**src/rtl/seg7_mux_driver.sv**
```systemverilog
// Time-multiplexed 7-segment driver: scans DIGITS digits with an anti-ghost guard,
// per-digit decimal point, leading-zero blanking and frame-synchronous value updates.
module seg7_mux_driver #(
  parameter int DIGITS     = 4,
  parameter int DIV_BITS   = 16,
  parameter int GUARD      = 4,
  parameter bit ACTIVE_LOW = 1'b1
) (
  input  logic                  clk,
  input  logic                  rst,
  input  logic [4*DIGITS-1:0]   value,
  input  logic [DIGITS-1:0]     dp,
  input  logic                  load,
  input  logic                  blank_lz,
  output logic [DIGITS-1:0]     sel,
  output logic [7:0]            seg,
  output logic                  frame_tick
);

  localparam int                  IDX_W        = (DIGITS > 1) ? $clog2(DIGITS) : 1;
  localparam logic [DIV_BITS-1:0] PRESC_MAX    = '1;
  localparam logic [DIV_BITS-1:0] GUARD_CYCLES = DIV_BITS'(GUARD);
  localparam logic [IDX_W-1:0]    LAST_DIGIT   = IDX_W'(DIGITS - 1);

  typedef struct packed {
    logic [DIGITS-1:0][3:0] nib;
    logic [DIGITS-1:0]      dp;
  } frame_t;

  logic [DIV_BITS-1:0] presc;
  logic [IDX_W-1:0]    digit_idx;
  frame_t              pending;
  frame_t              display;
  logic                pending_valid;

  logic                slot_end;
  logic                frame_wrap;
  logic [DIGITS-1:0]   upper_zero;
  logic                blank_digit;
  logic [DIGITS-1:0]   sel_next;
  logic [7:0]          seg_next;

  // Active-high segment pattern, a = bit 0.
  function automatic logic [6:0] hex_to_seg(input logic [3:0] nib);
    case (nib)
      4'h0: return 7'h3F;
      4'h1: return 7'h06;
      4'h2: return 7'h5B;
      4'h3: return 7'h4F;
      4'h4: return 7'h66;
      4'h5: return 7'h6D;
      4'h6: return 7'h7D;
      4'h7: return 7'h07;
      4'h8: return 7'h7F;
      4'h9: return 7'h6F;
      4'hA: return 7'h77;
      4'hB: return 7'h7C;
      4'hC: return 7'h39;
      4'hD: return 7'h5E;
      4'hE: return 7'h79;
      default: return 7'h71;
    endcase
  endfunction

  assign slot_end   = (presc == PRESC_MAX);
  assign frame_wrap = slot_end && (digit_idx == LAST_DIGIT);

  // upper_zero[i]: nibbles i..DIGITS-1 of the shown value are all zero.
  // NOTE: every variable written in always_comb gets a default first so no latch is inferred.
  always_comb begin
    upper_zero             = '0;
    upper_zero[DIGITS-1]   = (display.nib[DIGITS-1] == 4'h0);
    for (int i = DIGITS - 2; i >= 0; i--) begin
      upper_zero[i] = upper_zero[i+1] && (display.nib[i] == 4'h0);
    end
  end

  always_comb begin
    blank_digit = blank_lz && (digit_idx != '0) && upper_zero[digit_idx];
    seg_next    = {display.dp[digit_idx],
                   blank_digit ? 7'h00 : hex_to_seg(display.nib[digit_idx])};
    sel_next    = (presc < GUARD_CYCLES) ? '0 : (DIGITS'(1) << digit_idx);
  end

  // NOTE: sequential state uses non-blocking assignments so every register samples pre-edge values.
  always_ff @(posedge clk or posedge rst) begin
    if (rst) begin
      presc         <= '0;
      digit_idx     <= '0;
      pending       <= '0;
      display       <= '0;
      pending_valid <= 1'b0;
      sel           <= ACTIVE_LOW ? '1 : '0;
      seg           <= ACTIVE_LOW ? 8'hFF : 8'h00;
      frame_tick    <= 1'b0;
    end else begin
      presc <= presc + 1'b1;
      if (slot_end) begin
        digit_idx <= frame_wrap ? '0 : digit_idx + 1'b1;
      end

      // A load landing on the wrap cycle bypasses pending and is shown this frame.
      if (frame_wrap) begin
        pending_valid <= 1'b0;
        if (load) begin
          display <= '{nib: value, dp: dp};
        end else if (pending_valid) begin
          display <= pending;
        end
      end else if (load) begin
        pending       <= '{nib: value, dp: dp};
        pending_valid <= 1'b1;
      end

      frame_tick <= frame_wrap;
      sel        <= ACTIVE_LOW ? ~sel_next : sel_next;
      seg        <= ACTIVE_LOW ? ~seg_next : seg_next;
    end
  end

endmodule

```
**config.mk**
```make
export PLATFORM = sky130hd
export DESIGN_NAME = seg7_mux_driver
export DESIGN_NICKNAME = d
export VERILOG_FILES = /design/src/rtl/seg7_mux_driver.sv
export SDC_FILE = /design/constraint.sdc
export NUM_CORES = 1
export LEC_CHECK = 0
export CORE_MARGIN = 2
export CORE_UTILIZATION = 55
export DETAILED_ROUTE_END_ITERATION = 8
export GPL_TIMING_DRIVEN = 0
export PLACE_DENSITY = 0.86
export SLEW_MARGIN = 20
export SYNTH_ARGS = -nofsm -noshare
export SYNTH_HDL_FRONTEND = slang
export SYNTH_SLANG_ARGS = --single-unit
```
**constraint.sdc**
```tcl
create_clock -name clk -period 2.55 [get_ports clk]
set_input_delay 0.51 -clock clk [delete_from_list [all_inputs] [get_ports clk]]
set_output_delay 0.51 -clock clk [all_outputs]
set_load 0.01 [all_outputs]
```
==> results.txt <==
R2r startpoint -> digit_idx[0]
Worst Tran Pin Value -> 576 ps
Setup Crit Path Kind -> reg -> reg
Storage cell area -> 1820 µm²
Routed via count -> 2590
Post-CTS setup buffer count -> 0
GRT Total Usage -> 0.232
DRC viols -> 0
Setup crit start kind -> flop
H-tree depth reported by CTS -> 3
Critical Path RT -> 2810 ps
Die Span Y -> 84.2 µm
Multi-input gate area -> 1570 µm²
Hold Path Class -> reg -> reg
Post-route ant nets -> 0
Total core area -> 6280 µm²
Share of cells above drive strength 1 -> 0.218
Fmax -> 430 MHz
Most used routing layer -> met2
Worst Skew -> 5.45 ps
Post-place setup slack -> 188 ps
Crit-path slowest cell -> mux4_2
WL per Instance -> 17.7 µm
PnR worst setup slack -> 222 ps
Worst R2R Path Depth -> 8
Non-Filler Instances -> 421
Min-delay src -> presc[0]
Total Power -> 2.25 mW
CP Max Fanout -> 9
Longest Clk Path Bufs -> 2
Post-synthesis sequential area ratio -> 0.513
Initial DRC count -> 169
CTS Buf Count -> 9
Nets -> 374
Cts repair resizes -> 0
PwrDens -> 534 nW/µm²
Vias in the first global route -> 2704
GRT met3 Usage -> 0.0442
Global-route wire length before repair -> 13200 µm
Worst reg2reg endpoint -> seg[0]
Routability Congestion -> 0.792
Grt met1 use -> 0.323
Fin crit period -> 2330 ps
Slew HR -> 0.613
Port-buffer cells -> 36
CP most frequent cell -> a21oi_1
Io pins -> 37
Final Hold Vio Count -> 0
GR Util met2 -> 0.360
Clock Latency Late Sink -> 350 ps
Post-synth cell types -> 43
Cells after DPL -> 405
Slowest stage delay, CP -> 630 ps
Mapped cell area -> 3540 µm²
Dpl hpwl -> 5180 µm
Initial antenna violation count -> 0
Largest net degree at the start of global routing -> 40
Hold Path Sink -> presc[0]
Hold depth -> 1
Leakage -> 1.87 nW
Initial core utilization -> 0.564
# setup viols final -> 0
Worst-path cell chain -> buf_2, mux4_2, inv_1, ha_2, mux2i_1, a21oi_1, a21oi_1, o21ai_0
Die W -> 84.2 µm
Max cap viols -> 0
#FFs+latches synth -> 72
Worst Path Buf+Inv -> 2
Gate Count Post-Synth -> 291
Slew Limit Fails -> 0
RSZ-0062 raised after global routing -> no
R2R setup slack -> 220 ps
Period utilisation layout -> 0.913
Status -> finished clean
CTS tree -> yes
Clk sinks -> 72
Worst Path Arrival -> 2590 ps
Yosys Warn Count -> 0
Setup crit end kind -> flop
Area growth, synth to finish -> 19.2%
GRT overflow -> 0
# diodes -> 0
Root buffer cell -> clkbuf_8
Reg clk slew, reported paths -> 70 ps
Row cnt -> 29
Average size of a mapped cell -> 12.2 µm²
# hold bufs at CTS -> 0
Fill count -> 468
Final wirelength -> 7440 µm
Crit path max-delay family -> multiplexers
First-pass DRT Iterations -> 4
Die area -> 7100 µm²
Routed vias/inst -> 6.15
Synth Net Count -> 326
Maximum vdd drop -> 366 µV
-- metal layers --
| metal | wire (µm) | share of wire |
|---|---|---|
| met1 | 3270 | 0.44 |
| met2 | 3680 | 0.50 |
| met3 | 325 | 0.044 |
| met4 | 158 | 0.021 |
| met5 | 0 | 0 |
-- stage by stage --
step                      hold WS (ps)  utilization  cell area, µm²  TNS [ps]
after floorplan                    442            -            3540         0
after detailed placement           468        0.640            4020         0
after global placement             462        0.637            4000    -52570
after CTS                          480        0.672            4220         0
final                              478        0.672            4220         0
after global routing               508        0.672            4220         0
-- cells in the mapped netlist (all sizes together) --
cell	count	area (µm²)
a21boi	1	7.51
buf	11	100
xor2	5	43.8
nor3	3	20.0
mux4	3	67.6
o21ai	5	25.0
o31ai	2	15.0
ha	11	138
nor2	7	26.3
o211ai	3	22.5
o22ai	40	250
mux2	24	349
a21oi	24	120
o221ai	1	8.76
and4	2	20.0
and4bb	1	12.5
xnor2	9	78.8
nand3	11	55.1
nand2	13	48.8
a211o	2	17.5
inv	11	41.3
and3	2	12.5
nand2b	2	20.0
nand4	5	61.3
clkbuf	4	15.0
nor4	7	43.8
nand3b	2	15.0
mux2i	6	72.6
nor3b	1	7.51
dfrtp	60	1500
dfstp	12	315
o311ai	1	8.76
-- layout by cell type (no fill, tap or decap), types with 4 or more instances in the layout --
cell / instances
dfrtp_1: 60
o22ai_1: 40
clkdlybuf4s50_1: 36
a21oi_1: 24
mux2_4: 21
nand2_1: 13
dfstp_2: 12
nand3_1: 11
ha_1: 10
clkbuf_8: 10
inv_1: 9
xnor2_1: 9
nor2_1: 7
nor4_1: 7
buf_2: 6
xor2_1: 5
mux2i_1: 5
clkbuf_1: 5
o21ai_0: 4
-- state kept, by name, indices dropped and copies added, names as in the netlist --
name	cells
seg	8
presc	16
pending_valid	1
sel	4
pending	20
frame_tick	1
display	20
digit_idx	2
-- logic make-up after synthesis --
| kind of cell | count (synthesis) | share of synthesized area |
|---|---|---|
| compound gates | 79 | 0.134 |
| flops | 72 | 0.513 |
| simple gates | 56 | 0.0968 |
| mux | 33 | 0.138 |
| buf+inv | 26 | 0.0442 |
| xor+xnor | 14 | 0.0346 |
| fa+ha+maj | 11 | 0.0389 |
-- how the worst max path moves through the flow --
| stage | start | end | depth (start not counted) |
|---|---|---|---|
| global route | digit_idx[0] | seg[0] | 8 |
| finish | digit_idx[0] | seg[0] | 8 |
| global placement | rst | pending[8] | 2 |
| CTS | digit_idx[0] | seg[0] | 8 |
| floorplan | rst | digit_idx[0] | 1 |
| detailed placement | digit_idx[0] | seg[0] | 8 |
-- report_power, final --
part / internal [mW] / leakage, nW / switching [mW]
clock network: 0.477 / 0.0993 / 0.428
registers: 1.17 / 0.898 / 0.0203
logic: 0.0935 / 0.874 / 0.0591
total: 1.74 / 1.87 / 0.507
-- final cells by class --
cell class              instances  area share
flip-flops and latches         72       0.430
well taps                      77      0.0228
clock buffers                  11      0.0335
inverters                      11      0.0104
clock inverters                 5      0.0133
repair buffers                 37      0.0901
plain buffers                  15      0.0273
multi-input cells             193       0.372
Note: power is estimated with default switching activity, not from simulation.
